===== config.mk =====
export PLATFORM = sky130hd
export DESIGN_NAME = fsm_stim_sequencer_flat
export DESIGN_NICKNAME = d
export VERILOG_FILES = /design/src/rtl/fsm_stim_sequencer_if.sv /design/src/rtl/fsm_stim_sequencer.sv /design/src/flat_wrapper.sv
export SDC_FILE = /design/constraint.sdc
export NUM_CORES = 1
export LEC_CHECK = 0
export BUFFER_PORTS_ARGS = -buffer_cell sky130_fd_sc_hd__buf_2
export CAP_MARGIN = 20
export CORE_MARGIN = 2
export CORE_UTILIZATION = 45
export DETAILED_ROUTE_END_ITERATION = 10
export PLACE_DENSITY = 0.64
export SKIP_CTS_REPAIR_TIMING = 1
export SKIP_LAST_GASP = 1
export SLEW_MARGIN = 20
export SYNTH_ARGS = -nofsm -noshare
export SYNTH_HDL_FRONTEND = slang
export SYNTH_SLANG_ARGS = --single-unit

===== constraint.sdc =====
create_clock -name clk -period 2.2 [get_ports clk]
set_input_delay 0.66 -clock clk [delete_from_list [all_inputs] [get_ports clk]]
set_output_delay 0.66 -clock clk [all_outputs]
set_load 0.1 [all_outputs]

===== src/rtl/fsm_stim_sequencer_if.sv =====
// Host, result and detector signals of the stimulus sequencer.
// The slave modport is the sequencer, master is the host, det is the detector.
interface fsm_stim_sequencer_if #(
  parameter int WIDTH = 16,
  parameter int LEN_W = $clog2(WIDTH) + 1,
  parameter int CNT_W = 8
);
  logic             cmd_valid;
  logic             cmd_ready;
  logic [WIDTH-1:0] cmd_data;
  logic [LEN_W-1:0] cmd_len;
  logic             abort;
  logic             res_valid;
  logic             res_ready;
  logic [CNT_W-1:0] res_count;
  logic             det_rst;
  logic             det_din;
  logic             det_dout;

  modport slave (
    input  cmd_valid, cmd_data, cmd_len, abort, res_ready, det_dout,
    output cmd_ready, res_valid, res_count, det_rst, det_din
  );

  modport master (
    output cmd_valid, cmd_data, cmd_len, abort, res_ready,
    input  cmd_ready, res_valid, res_count
  );

  modport det (
    input  det_rst, det_din,
    output det_dout
  );
endinterface


===== src/rtl/fsm_stim_sequencer.sv =====
// Shifts a host pattern LSB-first into the serial detector after a reset
// window, counts detector pulses and returns the count to the host.
//
// state    | meaning
// ---------+-------------------------------------------------------------
// ST_IDLE  | waiting for a command, detector held in reset
// ST_RESET | detector held in reset for RST_CYC cycles
// ST_SHIFT | one pattern bit per cycle on det_din, pulses counted
// ST_DRAIN | det_din low for DRAIN_CYC cycles, pulses still counted
// ST_DONE  | result offered to the host, detector back in reset
module fsm_stim_sequencer #(
  parameter int WIDTH     = 16,
  parameter int LEN_W     = $clog2(WIDTH) + 1,
  parameter int RST_CYC   = 2,
  parameter int DRAIN_CYC = 3,
  parameter int CNT_W     = 8
) (
  input  logic                 clk,
  input  logic                 rst,
  fsm_stim_sequencer_if.slave  bus
);

  localparam int TMR_MAX = (RST_CYC > DRAIN_CYC) ? RST_CYC : DRAIN_CYC;
  localparam int TMR_W   = $clog2(TMR_MAX) + 1;
  localparam logic [TMR_W-1:0] RST_LOAD   = TMR_W'(RST_CYC - 1);
  localparam logic [TMR_W-1:0] DRAIN_LOAD = TMR_W'(DRAIN_CYC - 1);

  typedef enum logic [2:0] {
    ST_IDLE, ST_RESET, ST_SHIFT, ST_DRAIN, ST_DONE
  } state_e;

  state_e           state_q;
  logic             cmd_ready_q;
  logic             det_rst_q;
  logic             det_din_q;
  logic             res_valid_q;
  logic [CNT_W-1:0] res_count_q;
  logic [WIDTH-1:0] shreg_q;
  logic [LEN_W-1:0] bits_q;
  logic [TMR_W-1:0] timer_q;

  logic [LEN_W-1:0] len_clamp_d;
  logic [CNT_W-1:0] count_d;
  logic [WIDTH-1:0] shreg_d;
  logic             abortable_d;

  always_comb begin
    len_clamp_d = (bus.cmd_len > LEN_W'(WIDTH)) ? LEN_W'(WIDTH) : bus.cmd_len;
    // Saturating increment: the count sticks at all-ones instead of wrapping.
    count_d     = (bus.det_dout && (res_count_q != '1)) ? res_count_q + CNT_W'(1)
                                                        : res_count_q;
    shreg_d     = shreg_q >> 1;
    abortable_d = (state_q == ST_RESET) || (state_q == ST_SHIFT) || (state_q == ST_DRAIN);
  end

  always_ff @(posedge clk or posedge rst) begin
    if (rst) begin
      state_q     <= ST_IDLE;
      cmd_ready_q <= 1'b1;
      det_rst_q   <= 1'b1;
      det_din_q   <= 1'b0;
      res_valid_q <= 1'b0;
      res_count_q <= '0;
      shreg_q     <= '0;
      bits_q      <= '0;
      timer_q     <= '0;
    end else if (bus.abort && abortable_d) begin
      // Abort takes priority over any transition the state would make.
      state_q     <= ST_IDLE;
      cmd_ready_q <= 1'b1;
      det_rst_q   <= 1'b1;
      det_din_q   <= 1'b0;
      res_count_q <= '0;
    end else begin
      case (state_q)
        ST_IDLE: begin
          if (bus.cmd_valid && cmd_ready_q) begin
            state_q     <= ST_RESET;
            cmd_ready_q <= 1'b0;
            shreg_q     <= bus.cmd_data;
            bits_q      <= len_clamp_d;
            res_count_q <= '0;
            timer_q     <= RST_LOAD;
          end
        end
        ST_RESET: begin
          if (timer_q == '0) begin
            det_rst_q <= 1'b0;
            if (bits_q != '0) begin
              state_q   <= ST_SHIFT;
              det_din_q <= shreg_q[0];
            end else begin
              state_q   <= ST_DRAIN;
              det_din_q <= 1'b0;
              timer_q   <= DRAIN_LOAD;
            end
          end else begin
            timer_q <= timer_q - TMR_W'(1);
          end
        end
        ST_SHIFT: begin
          res_count_q <= count_d;
          if (bits_q == LEN_W'(1)) begin
            state_q   <= ST_DRAIN;
            det_din_q <= 1'b0;
            timer_q   <= DRAIN_LOAD;
          end else begin
            bits_q    <= bits_q - LEN_W'(1);
            shreg_q   <= shreg_d;
            det_din_q <= shreg_d[0];
          end
        end
        ST_DRAIN: begin
          res_count_q <= count_d;
          if (timer_q == '0) begin
            state_q     <= ST_DONE;
            det_rst_q   <= 1'b1;
            res_valid_q <= 1'b1;
          end else begin
            timer_q <= timer_q - TMR_W'(1);
          end
        end
        ST_DONE: begin
          if (bus.res_ready) begin
            state_q     <= ST_IDLE;
            res_valid_q <= 1'b0;
            cmd_ready_q <= 1'b1;
          end
        end
        default: begin
          state_q     <= ST_IDLE;
          cmd_ready_q <= 1'b1;
          det_rst_q   <= 1'b1;
          det_din_q   <= 1'b0;
          res_valid_q <= 1'b0;
        end
      endcase
    end
  end

  assign bus.cmd_ready = cmd_ready_q;
  assign bus.det_rst   = det_rst_q;
  assign bus.det_din   = det_din_q;
  assign bus.res_valid = res_valid_q;
  assign bus.res_count = res_count_q;

endmodule


===== src/flat_wrapper.sv =====
// flat-port wrapper written by rule: the top's interface ports become plain ports
module fsm_stim_sequencer_flat 
#(
  parameter int WIDTH     = 16,
  parameter int LEN_W     = $clog2(WIDTH) + 1,
  parameter int RST_CYC   = 2,
  parameter int DRAIN_CYC = 3,
  parameter int CNT_W     = 8
)
  (clk, rst, bus_cmd_valid, bus_cmd_data, bus_cmd_len, bus_abort, bus_res_ready, bus_det_dout, bus_cmd_ready, bus_res_valid, bus_res_count, bus_det_rst, bus_det_din);
  fsm_stim_sequencer_if #(.WIDTH(WIDTH), .LEN_W(LEN_W), .CNT_W(CNT_W)) bus_i ();
  input  logic clk;
  input  logic rst;
  input wire logic [$bits(bus_i.cmd_valid)-1:0] bus_cmd_valid;
  input wire logic [$bits(bus_i.cmd_data)-1:0] bus_cmd_data;
  input wire logic [$bits(bus_i.cmd_len)-1:0] bus_cmd_len;
  input wire logic [$bits(bus_i.abort)-1:0] bus_abort;
  input wire logic [$bits(bus_i.res_ready)-1:0] bus_res_ready;
  input wire logic [$bits(bus_i.det_dout)-1:0] bus_det_dout;
  output wire logic [$bits(bus_i.cmd_ready)-1:0] bus_cmd_ready;
  output wire logic [$bits(bus_i.res_valid)-1:0] bus_res_valid;
  output wire logic [$bits(bus_i.res_count)-1:0] bus_res_count;
  output wire logic [$bits(bus_i.det_rst)-1:0] bus_det_rst;
  output wire logic [$bits(bus_i.det_din)-1:0] bus_det_din;
  assign bus_i.cmd_valid = bus_cmd_valid;
  assign bus_i.cmd_data = bus_cmd_data;
  assign bus_i.cmd_len = bus_cmd_len;
  assign bus_i.abort = bus_abort;
  assign bus_i.res_ready = bus_res_ready;
  assign bus_i.det_dout = bus_det_dout;
  assign bus_cmd_ready = bus_i.cmd_ready;
  assign bus_res_valid = bus_i.res_valid;
  assign bus_res_count = bus_i.res_count;
  assign bus_det_rst = bus_i.det_rst;
  assign bus_det_din = bus_i.det_din;
  fsm_stim_sequencer #(.WIDTH(WIDTH), .LEN_W(LEN_W), .RST_CYC(RST_CYC), .DRAIN_CYC(DRAIN_CYC), .CNT_W(CNT_W)) u_core (.clk(clk), .rst(rst), .bus(bus_i));
endmodule

==> results of run 1 <==
[cell type report]
type | instances | area (um^2) | share of cell area
clock buffer | 5 | 68.8 | 0.0258
clock inverter | 3 | 67.6 | 0.0253
inverter | 10 | 37.5 | 0.0141
multi-input combinational | 179 | 1130 | 0.425
sequential | 39 | 981 | 0.367
tap | 67 | 83.8 | 0.0314
timing repair buffer | 49 | 298 | 0.112
[synth_stat cells, drive strengths merged (3+ instances only)]
cell type / instances
nand2: 34
inv: 10
nand3: 4
a31oi: 21
a21o: 3
o21ai: 10
and3: 3
buf: 10
nand4bb: 3
nor2b: 4
dfrtp: 37
nor2: 25
ha: 6
nor3b: 5
nand2b: 4
a21oi: 9
clkbuf: 4
nor3: 7
[routing by layer]
metal / global-route usage / vias to the layer above
li1: - / 961
met1: 0.267 / 930
met2: 0.321 / 46
met3: 0.0407 / 7
met4: 0.0595 / 0
met5: 0 / -
[worst reg2reg max path, cell delays in order, from the launching register on]
cell	delay, ps
dfrtp_1	400
inv_1	120
ha_1	190
or4b_1	450
o221a_2	300
nor3b_4	230
mux2i_1	210
[state kept, by name, summed over array words and instances, names as in the netlist]
name / flops
u_core.state_q: 3
u_core.bus.cmd_ready: 1
u_core.timer_q: 3
u_core.bits_q: 5
u_core.bus.res_valid: 1
u_core.bus.det_din: 1
u_core.bus.det_rst: 1
u_core.bus.res_count: 8
u_core.shreg_q: 16
[cell families (layout without fill, tap and decap cells)]
group,count (synthesis),in the layout,share of synthesized area
XOR/XNOR,1,1,0.00394
AND/OR/NAND/NOR,105,105,0.253
flip-flops,39,39,0.440
buffers and inverters,24,67,0.0557
AO/OA/AOI/OAI,64,64,0.200
multiplexers,3,3,0.0141
adder cells (fa/ha/maj),6,6,0.0337
[final timing paths]
| path | from | to | slack, ps | depth (start not counted) |
|---|---|---|---|---|
| setup / recovery | u_core.bus.cmd_ready | bus_cmd_ready | 230 | 1 |
| setup reg to reg | u_core.bits_q[1] | u_core.timer_q[1] | 250 | 6 |
| hold / removal | rst | u_core.bits_q[3] | 390 | 2 |
| min in group clk | u_core.bus.res_valid | u_core.bus.res_valid | 490 | 1 |
| hold reg to reg | u_core.bus.res_valid | u_core.bus.res_valid | 490 | 1 |
| max in group asynchronous | rst | u_core.shreg_q[13] | 1230 | 3 |
[power by group]
group | internal, mW | switching (mW) | leakage, nW
Clock | 0.453 | 0.277 | 0.0644
Sequential | 0.982 | 0.213 | 0.476
Combinational | 0.581 | 0.816 | 0.681
[per-stage QoR]
stage	instances	utilization	hold slack [ps]	area [um^2]	worst slack [ps]
2_1_floorplan	242	-	470	2230	119
3_3_place_gp	344	0.533	482	2530	229
3_5_place_dp	344	0.533	486	2530	178
4_1_cts	352	0.562	412	2670	213
5_1_grt	352	0.562	423	2670	107
6_report	352	0.562	387	2670	225
[layout by cell type (no fill, tap or decap), types with 2 or more instances in the layout]
master	instances
buf_4	9
a211o_1	2
nand4bb_1	3
a21o_1	3
buf_2	38
nor3b_1	3
nand2_1	34
dfrtp_2	2
nor2_1	25
nor2b_1	4
clkbuf_8	5
nand3b_1	2
or4b_1	2
nor4b_1	2
nand3_1	4
o31ai_1	2
o21ai_0	10
mux2i_1	2
nor3_1	7
nand2b_1	4
o2bb2ai_1	2
a31oi_1	21
and3_1	3
buf_12	2
ha_1	6
a21oi_1	9
bufinv_16	2
inv_1	10
a221o_1	2
dfstp_2	2
o31a_1	2
dfrtp_1	35
==> metrics.md, run 1 <==
| Metric | Value |
|---|---|
| Flops & latches, synth | 39 |
| Power Density | 1240 nW/um^2 |
| FP Rows | 25 |
| CP Launch Type | register |
| Register area share after synthesis | 0.440 |
| # setup viols final | 0 |
| Root Buffer | clkbuf_8 |
| Post-Syn Nets | 275 |
| Post-layout min period | 1970 ps |
| Top FF cell, synth | dfrtp_1 |
| Fin crit share | 0.898 |
| Gpl congestion | 0.848 |
| Wire per inst | 14.0 um |
| Cells after Synth | 242 |
| Slew Viols, Final | 0 |
| Total grt overflow | 0 |
| Final HPWL DP | 3560 um |
| First-pass GRT wire length | 8400 um |
| Syn. warnings | 0 |
| Initial antenna violation count | 0 |
| Initial DRT Pass Iterations | 4 |
| Die ar. | 5520 um^2 |
| Number of synthesized flops with an enable pin | 0 |
| Unrepaired setup endpoints after global routing | no |
| Routed Antenna Nets | 0 |
| Top-Level Pins | 39 |
| Total CTS buffers | 5 |
| Area leader, netlist | dfrtp_1 |
| Cell family with most CP delay | flip-flops |
| Vias | 1,944 |
| DR DRC count | 0 |
| Max FO, Critical Path | 6 |
| Total power | 3.32 mW |
| Clock sink total | 39 |
| Clock transition at the registers of the reported paths | 90 ps |
| Routed met3 length | 218 um |
| Worst Path Required | 1540 ps |
| Outcome | finished clean |
| Slowest CP cell | dfstp_2 |
| Gr usage total | 0.197 |
| Worst IR Drop VDD | 0.621 mV |
| Setup CP Type | reg -> out |
| Ys async rst share | 1.00 |
| Avg Vias per Cell | 5.52 |
| Hold Crit Class | in -> async |
| Initial core utilization | 0.468 |
| Worst path cell trace | buf_2 |
| CTS H-tree depth | 2 |
| Fillers | 461 |
| Die height | 74.3 um |
| Pin count of the biggest net entering global routing | 39 |
| Top Layer Used | met4 |
| Post-Route M1 WL | 2260 um |
| Synth Area per Inst | 9.19 um^2 |
| Core area | 4750 um^2 |
| Port Buf Inserts | 38 |
| Worst Path Buf+Inv | 1 |
| Peak Freq | 506 MHz |
| Crit path DAT | 1310 ps |
| TNS Setup | 0 ps |
| Die X | 74.3 um |
| Initial DRC Count | 119 |
| Synth top area cells | dfrtp_1 (42%), a31oi_1 (5.9%), nand2_1 (5.7%), nor2_1 (4.2%), ha_1 (3.4%) |
| Share of cells above drive strength 1 | 0.239 |
| Max cap viols | 0 |
| Biggest cell delay along the critical path | 580 ps |
| Clk Latency, worst-skew pair | 300 ps |
| Vias in the first global route | 1,825 |
| Post-synth top area share | 0.416 |
| Final Hold Vio Count | 0 |
| Max Root-Sink Buffers | 2 |
| WL met2 | 2380 um |
| Worst-Margin Slew | 537 ps |
| CTS tree | yes |
| CP Capture Type | primary output |
| Slew headroom | 0.641 |
| Clk_skew | 12.2 ps |
| Post-synthesis cell type count | 55 |
| Diode count | 0 |
| Post-Syn Area | 2220 um^2 |
| NumNets Final | 317 |
| Leak | 1.22 nW |
| Routed WL | 4910 um |
| P&R area growth vs syn | 20.0% |
Power figures use the tool's default switching activity.
==> run 2, diff against run 1 <==
--- a/config.mk
+++ b/config.mk
@@ -11,6 +11,7 @@
 export CORE_UTILIZATION = 45
 export DETAILED_ROUTE_END_ITERATION = 10
 export PLACE_DENSITY = 0.64
+export REMOVE_ABC_BUFFERS = 1
 export SKIP_CTS_REPAIR_TIMING = 1
 export SKIP_LAST_GASP = 1
 export SLEW_MARGIN = 20
==> constraint.sdc (replaced) <==
create_clock -name clk -period 2.2 [get_ports clk]
set_input_delay 0.44 -clock clk [delete_from_list [all_inputs] [get_ports clk]]
set_output_delay 0.44 -clock clk [all_outputs]
set_load 0.1 [all_outputs]
==> run 2 against run 1 <==
Compared with the run above: sequential share of layout area up 0.38 points; fmax grew 3.4%; setup slack improved by 66 ps; critical endpoint is now u_core.timer_q[1].
==> metrics.md, run 2 (same netlist as run 1, synthesis figures left out) <==
| Metric | Value |
|---|---|
| Die ar. | 5520 um^2 (unchanged) |
| Total CTS buffers | 5 (unchanged) |
| Hold Crit Class | in -> async |
| Hold WS | 247 ps (-140 ps) |
| Gpl congestion | 0.797 (-6.0%) |
| Worst reg2reg path endpoint | u_core.timer_q[1] |
| Reg2reg setup slack | 290 ps (+40 ps) |
| Slew headroom | 0.664 (+0.0230) |
| Clk Latency, worst-skew pair | 290 ps (about the same) |
| First-pass GRT wire length | 8270 um (-1.5%) |
| Root Buffer | clkbuf_8 |
| Dpl cells | 344 (unchanged) |
| Gr usage total | 0.195 (-0.00250) |
| Diode count | 0 (unchanged) |
| Power Density | 1210 nW/um^2 (-2.4%) |
| Sequential cell area | 978 um^2 (-0.26%) |
| Worst path cell trace | inv_1, ha_1, or4b_1, o221a_2, nor3b_4, mux2i_1 |
| Clk_skew | 6.68 ps (-5.52 ps) |
| Outcome | finished clean |
| CTS H-tree depth | 2 (unchanged) |
| Slew Viols, Final | 0 (unchanged) |
| Initial core utilization | 0.468 (unchanged) |
| Most frequent cells in the layout | buf_2 (38), dfrtp_1 (37), nand2_1 (34) |
| Post-layout min period | 1910 ps (-65.7 ps) |
| Vias | 1,934 (-0.51%) |
| Worst Path Buf+Inv | 1 (unchanged) |
| Top-Level Pins | 39 (unchanged) |
| Biggest cell delay along the critical path | 430 ps (-150 ps) |
| Initial antenna violation count | 0 (unchanged) |
| Clock transition at the registers of the reported paths | 80 ps (about the same) |
| Wire per inst | 13.5 um (-2.9%) |
| Slowest CP cell | or4b_1 |
| Fin crit share | 0.868 (-0.0299) |
| Initial DRT Pass Iterations | 4 (unchanged) |
| Reg2Reg Depth | 6 (unchanged) |
| Pin count of the biggest net entering global routing | 40 (+2.6%) |
| CP Launch Type | register |
| Cell family with most CP delay | simple AND/OR/NAND/NOR gates |
| Most common cell after layout, fill and taps aside | buf_2 |
| CP Capture Type | register |
| P&R area growth vs syn | 18.5% |
| Max cap viols | 0 (unchanged) |
| Peak Freq | 524 MHz (+3.4%) |
| Worst-Margin Slew | 504 ps (-33.9 ps) |
| Final HPWL DP | 3320 um (-6.8%) |
| Largest Register | u_core.shreg_q |
| Max reg flops | 16 (unchanged) |
| Avg Vias per Cell | 5.49 (-0.51%) |
| Total grt overflow | 0 (unchanged) |
| Routed WL | 4770 um (-2.9%) |
| # setup viols final | 0 (unchanged) |
| Initial DRC Count | 133 (+12%) |
| Fillers | 484 (+5.0%) |
| Crit path DAT | 2120 ps (+810 ps) |
| NumNets Final | 317 (unchanged) |
| DR DRC count | 0 (unchanged) |
| Worst Path Required | 2410 ps (+870 ps) |
| Unrepaired setup endpoints after global routing | no |
| Multi-input gate area | 1130 um^2 (unchanged) |
| Final Hold Vio Count | 0 (unchanged) |
| Setup CP Type | reg -> reg |
| Core area | 4750 um^2 (unchanged) |
| FP Rows | 25 (unchanged) |
| Max Root-Sink Buffers | 2 (unchanged) |
| Max FO, Critical Path | 4 (-2) |
| Worst R2R Start | u_core.bits_q[1] |
| Die height | 74.3 um (unchanged) |
| CTS tree | yes |
| Worst IR Drop VDD | 0.530 mV (-15%) |
| Non-filler cells, final | 352 (unchanged) |
| Share of cells above drive strength 1 | 0.232 (-0.00702) |
| Vias in the first global route | 1,782 (-2.4%) |
| Routed Antenna Nets | 0 (unchanged) |
| Port Buf Inserts | 38 (unchanged) |
| Die X | 74.3 um (unchanged) |
| Leak | 1.22 nW (-0.37%) |
| Clock sink total | 39 (unchanged) |
==> run 2: how the worst max path moves through the flow <==
stage	endpoint	depth (start not counted)	start
2_1_floorplan	u_core.bits_q[3]	4	u_core.state_q[2]
3_3_place_gp	u_core.bits_q[0]	5	u_core.state_q[1]
3_5_place_dp	u_core.timer_q[1]	6	u_core.bits_q[1]
4_1_cts	u_core.timer_q[1]	6	u_core.bits_q[1]
5_1_grt	u_core.timer_q[1]	6	u_core.bits_q[1]
6_report	u_core.timer_q[1]	6	u_core.bits_q[1]
==> run 2: cell type report <==
cell class / count / area share
multi-input cells: 179 / 0.430
flip-flops and latches: 39 / 0.371
repair buffers: 49 / 0.108
well taps: 67 / 0.0318
clock buffers: 6 / 0.0313
inverters: 10 / 0.0142
clock inverters: 2 / 0.0133
==> run 2: worst reg2reg max path, delay by kind of cell (launching register included) <==
family | cells | cell delay, ps
AND/OR/NAND/NOR | 2 | 650
flip-flops | 1 | 390
AO/OA/AOI/OAI | 1 | 290
multiplexers | 1 | 210
adder cells (fa/ha/maj) | 1 | 180
buffers and inverters | 1 | 120
==> run 2: routing by layer <==
layer | routed length [um] | GRT usage
met1 | 2290 | 0.273
met2 | 2210 | 0.309
met3 | 210 | 0.0325
met4 | 55 | 0.0655
met5 | 0 | 0
==> run 2: report_power, final <==
group	total (mW)	switching [mW]	internal, mW
sequential	1.18	0.202	0.981
combinational	1.39	0.807	0.586
clock	0.622	0.255	0.367
==> run 2: metrics by stage <==
stage | instance area, um^2 | power, mW | setup TNS, ps | worst slack (ps) | utilization
floorplan | 2140 | 2.19 | -7100 | -505 | -
global placement | 2520 | 2.57 | 0 | 354 | 0.530
detailed placement | 2520 | 2.60 | 0 | 305 | 0.530
CTS | 2640 | 3.23 | 0 | 277 | 0.554
global route | 2640 | 3.48 | 0 | 120 | 0.554
finish | 2640 | 3.20 | 0 | 291 | 0.554
==> run 3, diff against run 2 <==
--- a/config.mk
+++ b/config.mk
@@ -9,9 +9,11 @@
 export CAP_MARGIN = 20
 export CORE_MARGIN = 2
 export CORE_UTILIZATION = 45
+export CTS_CLUSTER_SIZE = 14
 export DETAILED_ROUTE_END_ITERATION = 10
 export PLACE_DENSITY = 0.64
 export REMOVE_ABC_BUFFERS = 1
+export SETUP_SLACK_MARGIN = 0.5
 export SKIP_CTS_REPAIR_TIMING = 1
 export SKIP_LAST_GASP = 1
 export SLEW_MARGIN = 20
==> run 3 against run 2 <==
Compared with the run above: worst hold slack worse by 1.5 ps; register-to-register slack is essentially flat; sequential share of layout area down 1.8 points; sequential cell count is the same; fmax up 0.65%; highest routed layer unchanged; critical endpoint unchanged; first-iteration DRC count is 7.5% higher.
==> metrics.md, run 3 (same netlist as run 1, synthesis figures left out) <==
| Metric | Value |
|---|---|
| Outcome | finished clean |
| FP Rows | 25 (unchanged) |
| Routed met3 length | 201 um (-4.3%) |
| Port Buf Inserts | 38 (unchanged) |
| Worst Path Required | 2410 ps (about the same) |
| NumNets Final | 326 (+2.8%) |
| Worst IR Drop VDD | 0.533 mV (+0.68%) |
| Fin crit share | 0.862 (-0.00561) |
| Int Power | 2.06 mW (+6.6%) |
| Vias in the first global route | 1,782 (unchanged) |
| Diode count | 0 (unchanged) |
| Switching power | 1.33 mW (+5.2%) |
| Total grt overflow | 0 (unchanged) |
| Die X | 74.3 um (unchanged) |
| DR DRC count | 0 (unchanged) |
| Top Layer Used | met4 |
| Clk_skew | 7.17 ps (+0.495 ps) |
| Max Root-Sink Buffers | 2 (unchanged) |
| Placed inst area | 2520 um^2 (unchanged) |
| Gpl congestion | 0.797 (unchanged) |
| Worst-Margin Slew | 500 ps (-4.08 ps) |
| Final HPWL DP | 3320 um (unchanged) |
| CP Capture Type | register |
| Initial DRT Pass Iterations | 4 (unchanged) |
| P&R area growth vs syn | 24.9% |
| Reg2reg setup slack | 300 ps (about the same) |
| Clk Latency, worst-skew pair | 290 ps (about the same) |
| Clock transition at the registers of the reported paths | 80 ps (about the same) |
| Gate power share | 0.460 (+0.025) |
| Root Buffer | clkbuf_8 |
| Die height | 74.3 um (unchanged) |
| Design area | 2780 um^2 (+5.4%) |
| Switching part of the total power | 0.392 (-0.00320) |
| TNS Setup | 0 ps (unchanged) |
| WL met2 | 2360 um (+6.7%) |
| Leak | 1.26 nW (+3.7%) |
| Clock power frac | 0.184 (-0.011) |
| Worst reg2reg path endpoint | u_core.timer_q[1] |
| Share of cells above drive strength 1 | 0.296 (+0.0643) |
| Biggest cell delay along the critical path | 460 ps (+30 ps) |
| Post-layout min period | 1900 ps (-12.3 ps) |
| First-pass GRT wire length | 8270 um (unchanged) |
| CTS H-tree depth | 2 (unchanged) |
| Post-Route M1 WL | 2390 um (+4.2%) |
| Max FO, Critical Path | 3 (-1) |
| Initial core utilization | 0.468 (unchanged) |
| Vias | 1,951 (+0.88%) |
| Worst R2R Start | u_core.bits_q[1] |
| Final Hold Vio Count | 0 (unchanged) |
| Pin count of the biggest net entering global routing | 40 (unchanged) |
| Crit. Startpoint | u_core.bits_q[1] |
| Unrepaired setup endpoints after global routing | yes |
| CP Launch Type | register |
| Setup CP Type | reg -> reg |
| Gr usage total | 0.195 (unchanged) |
| Hold Crit Class | in -> async |
| Core area | 4750 um^2 (unchanged) |
| Slew Viols, Final | 0 (unchanged) |
| Largest Register | u_core.shreg_q |
| Die ar. | 5520 um^2 (unchanged) |
| Slew headroom | 0.667 (+0.00272) |
| Most frequent cells in the layout | buf_2 (35), dfrtp_1 (35), nand2_1 (34) |
| Crit path to | u_core.timer_q[1] |
| Reg2Reg Depth | 6 (unchanged) |
| Slowest CP cell | or4b_4 |
| Initial antenna violation count | 0 (unchanged) |
| Routed WL | 5000 um (+4.9%) |
| Util after Layout | 0.584 (+0.0300) |
| Avg Vias per Cell | 5.40 (-1.6%) |
| # setup viols final | 0 (unchanged) |
| Clock sink total | 39 (unchanged) |
| Initial DRC Count | 143 (+7.5%) |
| Routed Antenna Nets | 0 (unchanged) |
| Seq pwr share | 0.356 (-0.014) |
| Max cap viols | 0 (unchanged) |
| Fillers | 474 (-2.1%) |
| Power Density | 1220 nW/um^2 (+0.61%) |
| Peak Freq | 527 MHz (+0.65%) |
| Max reg flops | 16 (unchanged) |
| Worst path cell trace | inv_2, ha_4, or4b_4, o221a_4, nor3b_4, mux2i_1 |
| Wire per inst | 13.9 um (+2.3%) |
| Top-Level Pins | 39 (unchanged) |
| Crit path DAT | 2110 ps (about the same) |
| CTS tree | yes |
| Total CTS buffers | 5 (unchanged) |
## run 3: through the flow
| stage | hold slack [ps] | worst slack (ps) | instances | total power, mW |
|---|---|---|---|---|
| floorplan | 470 | -505 | 228 | 2.19 |
| finish | 246 | 303 | 361 | 3.39 |
| global route | 324 | 202 | 361 | 3.67 |
| CTS | 274 | 277 | 352 | 3.23 |
| global placement | 457 | 354 | 344 | 2.57 |
| detailed placement | 466 | 305 | 344 | 2.60 |
## run 3: worst min path at each step
| stage | start | endpoint | depth (start not counted) | slack [ps] |
|---|---|---|---|---|
| after floorplan | u_core.timer_q[2] | u_core.timer_q[2] | 1 | 470 |
| after global placement | u_core.bus.res_valid | u_core.bus.res_valid | 1 | 460 |
| after detailed placement | u_core.bus.res_valid | u_core.bus.res_valid | 1 | 470 |
| after CTS | rst | u_core.shreg_q[7] | 3 | 270 |
| after global routing | rst | u_core.shreg_q[6] | 3 | 320 |
| final | rst | u_core.bus.res_count[2] | 3 | 250 |
## run 3: cell type report
| class | count | area (um^2) | share of cell area |
|---|---|---|---|
| multi-input combinational | 179 | 1190 | 0.427 |
| sequential | 39 | 981 | 0.353 |
| timing repair buffer | 58 | 373 | 0.134 |
| tap | 67 | 83.8 | 0.0302 |
| clock buffer | 6 | 82.6 | 0.0297 |
| inverter | 10 | 37.5 | 0.0135 |
| clock inverter | 2 | 35.0 | 0.0126 |
## run 3: worst max-delay path, delay by kind of cell, from the launching register on
family | cells | cell delay (ps)
simple gates | 2 | 700
flops | 1 | 410
compound gates | 1 | 270
mux | 1 | 210
fa+ha+maj | 1 | 140
buf+inv | 1 | 100
## run 3: layer usage
layer / GRT usage / up-vias
li1: - / 983
met4: 0.0655 / 0
met2: 0.309 / 50
met3: 0.0325 / 5
met1: 0.273 / 913
met5: 0 / -
## run 3: power by group through the flow
stage	combinational [mW]	clock (mW)	sequential [mW]
floorplan	0.880	0	1.31
finish	1.56	0.625	1.21
global route	1.76	0.669	1.25
CTS	1.40	0.641	1.18
detailed placement	1.40	0	1.20
global placement	1.38	0	1.19
